### src/rtl/serial_frame_rx_pkg.sv
// serial_frame_rx_pkg: shared FSM state encoding and line-level constants for the frame receiver.
package serial_frame_rx_pkg;
    typedef enum logic [1:0] {IDLE = 2'd0, DATA = 2'd1, PARITY = 2'd2, STOP = 2'd3} state_t;
    localparam logic START_BIT  = 1'b0;
    localparam logic STOP_BIT   = 1'b1;
    localparam logic IDLE_LEVEL = 1'b1;
endpackage

### src/rtl/serial_frame_rx_if.sv
// serial_frame_rx_if: serial input, output handshake and status signals of the frame receiver.
//   master: drives ser_in/bit_en/out_ready/clr_ovr, observes the received word and status.
//   slave : the receiver side.
interface serial_frame_rx_if #(parameter int W = 4);
    logic         ser_in, bit_en, out_ready, clr_ovr;
    logic         out_valid, out_perr, out_ferr, overrun, busy;
    logic [W-1:0] out_data;
    modport master(output ser_in, bit_en, out_ready, clr_ovr,
                   input out_valid, out_data, out_perr, out_ferr, overrun, busy);
    modport slave(input ser_in, bit_en, out_ready, clr_ovr,
                  output out_valid, out_data, out_perr, out_ferr, overrun, busy);
endinterface

### src/rtl/serial_frame_rx_out_reg.sv
// rx_out_reg: valid/ready holding register for a received word plus parity/framing tags, with sticky overrun.
//   i_load : a frame completes this cycle    i_ready/o_valid : consumer handshake
//   i_clr  : clears sticky overrun           o_ovr : a completed word was dropped
module rx_out_reg #(parameter int W = 4) (
    input  logic         clk,
    input  logic         rst,
    input  logic         i_load,
    input  logic [W-1:0] i_data,
    input  logic         i_perr,
    input  logic         i_ferr,
    input  logic         i_ready,
    input  logic         i_clr,
    output logic         o_valid,
    output logic [W-1:0] o_data,
    output logic         o_perr,
    output logic         o_ferr,
    output logic         o_ovr
);
    logic         r_valid, r_perr, r_ferr, r_ovr;
    logic [W-1:0] r_data;
    logic         w_acc;
    // A word is taken if the slot is empty or being popped in the same cycle.
    assign w_acc = i_load && (!r_valid || i_ready);
    always_ff @(posedge clk or posedge rst) begin
        if (rst) begin
            r_valid <= 1'b0;
            r_data  <= '0;
            r_perr  <= 1'b0;
            r_ferr  <= 1'b0;
            r_ovr   <= 1'b0;
        end else begin
            r_valid <= w_acc || (r_valid && !i_ready);
            if (w_acc) {r_data, r_perr, r_ferr} <= {i_data, i_perr, i_ferr};
            r_ovr <= (i_load && !w_acc) || (r_ovr && !i_clr);
        end
    end
    assign o_valid = r_valid;
    assign o_data  = r_data;
    assign o_perr  = r_perr;
    assign o_ferr  = r_ferr;
    assign o_ovr   = r_ovr;
endmodule

### src/rtl/serial_frame_rx.sv
// serial_frame_rx: LSB-first serial frame deserializer (start, W data, optional even parity, stop).
//   clk/rst : clock, async active-high reset
//   bus     : ser_in/bit_en in, out_valid/out_ready word handshake, perr/ferr tags, overrun, busy
module serial_frame_rx
    import serial_frame_rx_pkg::*;
#(
    parameter int W         = 4,
    parameter bit PARITY_EN = 1'b1
) (
    input logic              clk,
    input logic              rst,
    serial_frame_rx_if.slave bus
);
    localparam int CW = $clog2(W);
    state_t        r_state, w_next;
    logic [CW-1:0] r_cnt;
    logic [W-1:0]  r_asm;
    logic          r_perr;
    logic          w_last, w_done;
    assign w_last = r_cnt == CW'(W - 1);
    assign w_done = bus.bit_en && r_state == STOP;
    always_comb begin
        w_next = r_state;
        if (bus.bit_en)
            w_next = r_state == IDLE   ? (bus.ser_in == START_BIT ? DATA : IDLE) :
                     r_state == DATA   ? (w_last ? (PARITY_EN ? PARITY : STOP) : DATA) :
                     r_state == PARITY ? STOP : IDLE;
    end
    always_ff @(posedge clk or posedge rst) begin
        if (rst) begin
            r_state <= IDLE;
            r_cnt   <= '0;
            r_asm   <= '0;
            r_perr  <= 1'b0;
        end else if (bus.bit_en) begin
            r_state <= w_next;
            if (r_state == IDLE) r_cnt <= '0;
            if (r_state == DATA) begin
                r_asm <= {bus.ser_in, r_asm[W-1:1]};
                // Hold at terminal count; the start bit re-zeroes it.
                if (!w_last) r_cnt <= r_cnt + 1'b1;
            end
            // 1 when data plus parity bit hold an odd number of ones.
            if (r_state == PARITY) r_perr <= ^r_asm ^ bus.ser_in;
        end
    end
    assign bus.busy = r_state != IDLE;
    rx_out_reg #(.W(W)) u_out (
        .clk    (clk),
        .rst    (rst),
        .i_load (w_done),
        .i_data (r_asm),
        .i_perr (r_perr),
        .i_ferr (bus.ser_in != STOP_BIT),
        .i_ready(bus.out_ready),
        .i_clr  (bus.clr_ovr),
        .o_valid(bus.out_valid),
        .o_data (bus.out_data),
        .o_perr (bus.out_perr),
        .o_ferr (bus.out_ferr),
        .o_ovr  (bus.overrun)
    );
endmodule

### src/flat_wrapper.sv
// flat-port wrapper written by rule: the top's interface ports become plain ports
module serial_frame_rx_flat import serial_frame_rx_pkg::*;
#(
    parameter int W         = 4,
    parameter bit PARITY_EN = 1'b1
)
  (clk, rst, bus_ser_in, bus_bit_en, bus_out_ready, bus_clr_ovr, bus_out_valid, bus_out_data, bus_out_perr, bus_out_ferr, bus_overrun, bus_busy);
  serial_frame_rx_if #(.W(W)) bus_i ();
  input logic clk;
  input logic rst;
  input wire logic [$bits(bus_i.ser_in)-1:0] bus_ser_in;
  input wire logic [$bits(bus_i.bit_en)-1:0] bus_bit_en;
  input wire logic [$bits(bus_i.out_ready)-1:0] bus_out_ready;
  input wire logic [$bits(bus_i.clr_ovr)-1:0] bus_clr_ovr;
  output wire logic [$bits(bus_i.out_valid)-1:0] bus_out_valid;
  output wire logic [$bits(bus_i.out_data)-1:0] bus_out_data;
  output wire logic [$bits(bus_i.out_perr)-1:0] bus_out_perr;
  output wire logic [$bits(bus_i.out_ferr)-1:0] bus_out_ferr;
  output wire logic [$bits(bus_i.overrun)-1:0] bus_overrun;
  output wire logic [$bits(bus_i.busy)-1:0] bus_busy;
  assign bus_i.ser_in = bus_ser_in;
  assign bus_i.bit_en = bus_bit_en;
  assign bus_i.out_ready = bus_out_ready;
  assign bus_i.clr_ovr = bus_clr_ovr;
  assign bus_out_valid = bus_i.out_valid;
  assign bus_out_data = bus_i.out_data;
  assign bus_out_perr = bus_i.out_perr;
  assign bus_out_ferr = bus_i.out_ferr;
  assign bus_overrun = bus_i.overrun;
  assign bus_busy = bus_i.busy;
  serial_frame_rx #(.W(W), .PARITY_EN(PARITY_EN)) u_core (.clk(clk), .rst(rst), .bus(bus_i));
endmodule
### config.mk
export PLATFORM = sky130hd
export DESIGN_NAME = serial_frame_rx_flat
export DESIGN_NICKNAME = d
export VERILOG_FILES = /design/src/rtl/serial_frame_rx_pkg.sv /design/src/rtl/serial_frame_rx_if.sv /design/src/rtl/serial_frame_rx_out_reg.sv /design/src/rtl/serial_frame_rx.sv /design/src/flat_wrapper.sv
export SDC_FILE = /design/constraint.sdc
export NUM_CORES = 1
export LEC_CHECK = 0
export ABC_AREA = 1
export BUFFER_PORTS_ARGS = -buffer_cell sky130_fd_sc_hd__buf_2
export CAP_MARGIN = 20
export CORE_UTILIZATION = 52
export DETAILED_ROUTE_END_ITERATION = 16
export PLACE_DENSITY = 0.74
export SLEW_MARGIN = 20
export SYNTH_ARGS = -nofsm -noshare
export SYNTH_HDL_FRONTEND = slang
export SYNTH_HIERARCHICAL = 1
export SYNTH_SLANG_ARGS = --single-unit
### constraint.sdc
create_clock -name clk -period 1.37 [get_ports clk]
set_input_delay 0.3425 -clock clk [delete_from_list [all_inputs] [get_ports clk]]
set_output_delay 0.3425 -clock clk [all_outputs]
set_load 0.005 [all_outputs]
==> results.json, run 1 <==
{
  "synthSimpleGateAreaFrac_pct": 30.40,
  "p_sw_share_pct": 40.05,
  "cts_tree": "done",
  "synth_adder_area_share_pct": 1.490,
  "p_per_area_nw_per_um2": 2053,
  "antennaDiodeCount": 0,
  "hold_viol": 0,
  "max_slew.worst_pin.slew_ns": 0.3554,
  "syn_inst": 99,
  "synth-edff-count": 0,
  "critPathBufInv": 2,
  "required_ns": 1.03,
  "dp.cells": 129,
  "hold_class": "input pin to flop",
  "core-area_um2": 1506,
  "final_area_um2": 989.7,
  "drv_slew": 0,
  "drc": 0,
  "clkLatencyLatePin_ns": 0.28,
  "synth_compound_area_share_pct": 7.601,
  "comb_power_share_pct": 43.3,
  "cpLargestDelayFamily": "flip-flops",
  "yosys_most_used_dff": "dfrtp_1",
  "grt_pass1_wl_mm": 2.546,
  "syn_nets": 106,
  "p_leak_nw": 0.5423,
  "p_seq_share_pct": 43.8,
  "track_usage_pct": 19.36,
  "p_int_mw": 1.218,
  "fill_cells": 134,
  "start_util_pct": 55.73,
  "die_y_um": 42.18,
  "tns_ns": 0,
  "drt-total-wl_mm": 1.577,
  "synth_common_cells": "30 x nand2_1, 17 x dfrtp_1, 12 x nand3_1",
  "ys_seq_elements": 17,
  "setup_viol": 0,
  "ir_drop_uv": 1094,
  "criticalPathCategory": "flop to primary output",
  "maxCapViolCount": 0,
  "fin_nets": 129,
  "endpoint_kind": "primary output",
  "antenna_found_initial": 0,
  "synth_area_leader_cell": "dfrtp_1",
  "crit_path_start": "u_core/r_state[0]",
  "drtIter0Drc": 20,
  "synth.distinct_cells": 19,
  "syn-mean-instance-area_um2": 8.480,
  "crit_chain": "inv_2 -> nand2_1 -> buf_2",
  "cp_slowest_cell": "dfrtp_1",
  "grt_max_degree": 10,
  "ios": 15,
  "max_freq_mhz": 752.5,
  "vias": 679,
  "power_frac_clock_pct": 12.9,
  "yosysWarnings": 6,
  "synth.yosys.seq_area_share_pct": 50.67,
  "drt.antenna.violating_nets": 0,
  "status": "finished clean",
  "synthToLayoutAreaGrowth_pct": 17.88,
  "clock_path_buffers": 2,
  "max_stage_delay_ns": 0.41,
  "period_minus_slack_ns": 1.329,
  "portBuffers": 14,
  "rsz0062_at_grt": "yes",
  "yosys-top-cells-area": "dfrtp_1 51%, nand2_1 13%, nand3_1 7.2%",
  "synth_top_area_share_pct": 50.67,
  "gr-total-overflow": 0,
  "gp_congestion": 0.8263,
  "cts.clk_slew.worst_paths_ns": 0.09,
  "start_kind": "flop",
  "synthArstFlopShare_pct": 100.0,
  "avgViaCountPerCell": 4.956,
  "maxSlewHeadroom_pct": 76.28,
  "fp-row-count": 14,
  "grt_pass1_vias": 620,
  "final_cell_count_no_fill": 137,
  "cts_buffers": 3,
  "die_w_um": 42.18,
  "r2r_start": "u_core/r_state[0]",
  "clkSinkCount": 17,
  "dr.pass1.iters": 4,
  "yosysMostFrequentCell": "nand2_1",
  "finClkSkew_ns": 0.002098,
  "synth_top_family_by_area": "simple AND/OR/NAND/NOR gates",
  "drive_above_1_share_pct": 28.93,
  "htreeDepth": 1,
  "worstHoldStart": "bus_clr_ovr",
  "die-area_um2": 1779,
  "synthMuxAreaShare_pct": 0,
  "ctsRootBufferMaster": "clkbuf_4",
  "post_dp_cell_area_um2": 929.6,
  "dp_hpwl_mm": 1.103,
  "synthXorXnorAreaFrac_pct": 3.130,
  "fin_crit_sh_pct": 97.01,
  "total_power_mw": 2.031,
  "crit_fanout": 5,
  "wire_per_inst_um": 11.51,
  "synth_area_um2": 839.6,
  "cp.arrival_ns": 0.99,
  "power.switching_mw": 0.8136
}
==> power by group through the flow <==
stage	combinational [mW]	clock (mW)	sequential (mW)
after floorplan	0.570	0	0.893
after global placement	0.759	0	0.911
after detailed placement	0.783	0	0.915
after CTS	0.854	0.273	0.880
after global routing	0.990	0.297	0.913
final	0.880	0.261	0.890
==> layout make-up <==
type                    instances  area [µm²]  area share, %
flip-flops and latches         17       426.7          43.11
clock buffers                   4       26.28          2.655
repair buffers                 19       110.1          11.13
well taps                      16       20.02          2.023
multi-input cells              68       357.8          36.16
inverters                      13       48.80          4.930
==> flip-flops by register name (all words and copies together) (netlist names), 2 cells and up <==
signal,cells
u_core/u_out/o_data,4
u_core/r_state,2
u_core/r_asm,4
u_core/r_cnt,2
==> routing by layer <==
metal | track usage, % | vias to the layer above | routed length (µm)
li1 | - | 358 | -
met1 | 24.93 | 297 | 718
met2 | 31.08 | 22 | 795
met3 | 2.586 | 2 | 53
met4 | 11.25 | 0 | 9
met5 | 0 | - | 0
==> cells in the final DEF, fill, tap and decap left out <==
cell type and n:
a31oi_1 1, inv_2 5, clkbuf_4 3, dfrtp_1 16, nor2_4 2, inv_1 8
o21ai_0 3, nand3_1 12, buf_4 4, a21oi_1 3, o21ai_1 3, xnor2_1 1
nand2_1 30, clkbuf_1 1, nand2_4 2, nor3_2 1, nand2_2 2, xor2_1 2
dlygate4sd3_1 1, buf_2 14, o22ai_2 1, nor2_1 4, dfrtp_2 1, ha_1 1
==> metrics by stage <==
step / setup slack [ns] / util (%) / hold slack (ns)
final: 0.04102 / 65.70 / 0.2484
after global routing: -0.01368 / 65.70 / 0.2405
after CTS: 0.04434 / 65.20 / 0.2400
after detailed placement: 0.1925 / 61.71 / 0.3037
after global placement: 0.2396 / 61.71 / 0.3008
after floorplan: 0.2903 / - / 0.1582
==> kinds of logic (layout without fill, tap and decap cells) <==
group	count (synthesis)	count (layout)
adders and majority gates	1	1
DFF	17	17
and+or+nand+nor	53	53
buffers and inverters	14	36
AOI/OAI and AO/OA	11	11
xor gates and xnor gates	3	3
==> timing repair <==
item | in CTS | in global routing
setup buffers | 2 | 1
endpoints found under the setup margin | 1 | 1
pin swaps | 0 | 0
hold buffers | 1 | 0
endpoints found under the hold margin | 8 | 0
gates resized for setup | 2 | 1
==> worst paths after layout <==
kind	endpoint	slack, ns	cells after the start
max	bus_busy	0.04	3
max in group asynchronous	u_core/r_state[1]	0.50	3
max reg2reg	u_core/u_out/o_data[1]	0.19	7
min	u_core/u_out/o_ovr	0.25	2
min in group asynchronous	u_core/u_out/o_ferr	0.56	3
min reg2reg	u_core/u_out/o_data[3]	0.47	2
(Power assumes the default switching activity.)
==> run 2, diff against run 1 <==
- CAP_MARGIN: 20 -> 10
- CORE_UTILIZATION: 52 -> 55
- PLACE_DENSITY: 0.74 -> 0.78
- clock period: 1.37 -> 1.7 ns (I/O delays scaled with it)
==> run 2 against run 1 <==
Clock skew shrank 0.0015 ns. Largest cell class unchanged. Sequential power shrank 19%. Power shrank 23%. Critical endpoint unchanged. Die area shrank 5.2%.
==> results.json, run 2 (synthesis gave the netlist of run 1 again) <==
{
  "status": "finished clean",
  "start_util_pct": 61.45,
  "dr.pass1.iters": 4,
  "drv_slew": 0,
  "fin_nets": 125,
  "avgViaCountPerCell": 4.962,
  "dp.cells": 128,
  "portBuffers": 14,
  "fp-row-count": 13,
  "gr-total-overflow": 0,
  "drive_above_1_share_pct": 24.79,
  "grt_pass1_wl_mm": 2.104,
  "p_per_area_nw_per_um2": 1631,
  "antennaDiodeCount": 0,
  "rsz0062_at_grt": "no",
  "ios": 15,
  "crit_fanout": 5,
  "fill_cells": 109,
  "setup_viol": 0,
  "clkSinkCount": 17,
  "drtIter0Drc": 15,
  "postCtsSetupBuffers": 0,
  "wire_per_inst_um": 10.15,
  "maxSlewHeadroom_pct": 77.15,
  "die_y_um": 41.07,
  "cts_tree": "done",
  "ir_drop_uv": 857.2,
  "grt_pass1_vias": 552,
  "period_minus_slack_ns": 1.511,
  "maxCapViolCount": 0,
  "criticalPathCategory": "flop to primary output",
  "fin_ws_ns": 0.1894,
  "gp_congestion": 0.7187,
  "r2r_start": "u_core/r_state[1]",
  "hold_class": "input pin to async pin",
  "synthToLayoutAreaGrowth_pct": 13.71,
  "final_common_cell": "nand2_1",
  "finClkSkew_ns": 0.0005914,
  "cts_buffers": 3,
  "clkLatencyLatePin_ns": 0.28,
  "drt-total-wl_mm": 1.340,
  "dp_hpwl_mm": 1.069,
  "final_cell_count_no_fill": 132,
  "p_leak_nw": 0.5262,
  "track_usage_pct": 19.84,
  "pre_cts_ws_ns": 0.5008,
  "final_cell_mix": "30 x nand2_1, 17 x dfrtp_1, 14 x buf_2, 12 x nand3_1, 10 x inv_1",
  "die-area_um2": 1687,
  "max_freq_mhz": 662.0,
  "ctsResizeCount": 0,
  "cts.clk_slew.worst_paths_ns": 0.09,
  "fin_crit_sh_pct": 88.86,
  "max_slew.worst_pin.slew_ns": 0.3423,
  "tns_ns": 0,
  "core-area_um2": 1366,
  "endpoint_kind": "primary output",
  "hold_viol": 0,
  "register_area_um2": 425.4,
  "antenna_found_initial": 0,
  "holdBufCountCts": 0,
  "die_w_um": 41.07,
  "htreeDepth": 1,
  "start_kind": "flop",
  "grt_max_degree": 10,
  "required_ns": 1.27,
  "vias": 655,
  "multi_input_area_um2": 357.8,
  "crit_path_start": "u_core/r_state[1]",
  "drc": 0,
  "drt.antenna.violating_nets": 0,
  "cp.arrival_ns": 1.09,
  "clock_path_buffers": 2,
  "ctsRootBufferMaster": "clkbuf_4"
}
==> run 2: changes by cell type in the layout (fill, tap and decap cells not counted) <==
cell           previous run  this run
dlygate4sd3_1             1         0
dfrtp_1                  16        17
dfrtp_2                   1         0
inv_1                     8        10
buf_4                     4         1
inv_2                     5         3
==> run 2: critical path, stage by stage, from the launching register on <==
cell and delay (ns):
dfrtp_1 0.47, inv_1 0.15, nand2_1 0.06, buf_2 0.13
==> run 2: worst paths after layout <==
check / end / slack, ns / depth (start not counted)
worst max-delay path: bus_busy / 0.19 / 3
worst min-delay path: u_core/u_out/o_ovr / 0.07 / 2
worst max register to register: u_core/u_out/o_ferr / 0.51 / 6
worst min register to register: u_core/u_out/o_perr / 0.47 / 2
max in group asynchronous: u_core/r_asm[0] / 1.36 / 2
min in group clk: u_core/u_out/o_ovr / 0.33 / 2
==> run 2: area by class of cell <==
| type | instances | area share, % |
|---|---|---|
| Clock buffer | 4 | 2.752 |
| Timing Repair Buffer | 15 | 8.126 |
| Sequential cell | 17 | 44.56 |
| Multi-Input combinational cell | 68 | 37.48 |
| Inverter | 13 | 5.111 |
| Tap cell | 15 | 1.966 |
==> run 2: routing by layer <==
layer | up-vias | GRT usage (%) | wire length (µm)
li1 | 349 | - | -
met1 | 289 | 21.48 | 644
met2 | 15 | 33.98 | 626
met3 | 2 | 4.891 | 56
met4 | 0 | 12.50 | 12
met5 | - | 0 | 0
==> run 2: per-stage QoR <==
| stage | hold WS (ns) | area [µm²] | util (%) | power [mW] |
|---|---|---|---|---|
| 6_report | 0.07019 | 954.7 | 69.87 | 1.557 |
| 5_1_grt | 0.08983 | 954.7 | 69.87 | 1.717 |
| 4_1_cts | 0.06944 | 954.7 | 69.87 | 1.574 |
| 3_5_place_dp | 0.3849 | 928.4 | 67.95 | 1.361 |
| 3_3_place_gp | 0.3829 | 928.4 | 67.95 | 1.342 |
| 2_1_floorplan | 0.2407 | 839.6 | - | 1.179 |
==> run 2: where the power goes <==
part / switching [mW] / total [mW] / internal [mW]
Sequential: 0.149 / 0.724 / 0.576
Clock: 0.116 / 0.207 / 0.0910
Combinational: 0.352 / 0.625 / 0.274
Total: 0.617 / 1.56 / 0.940
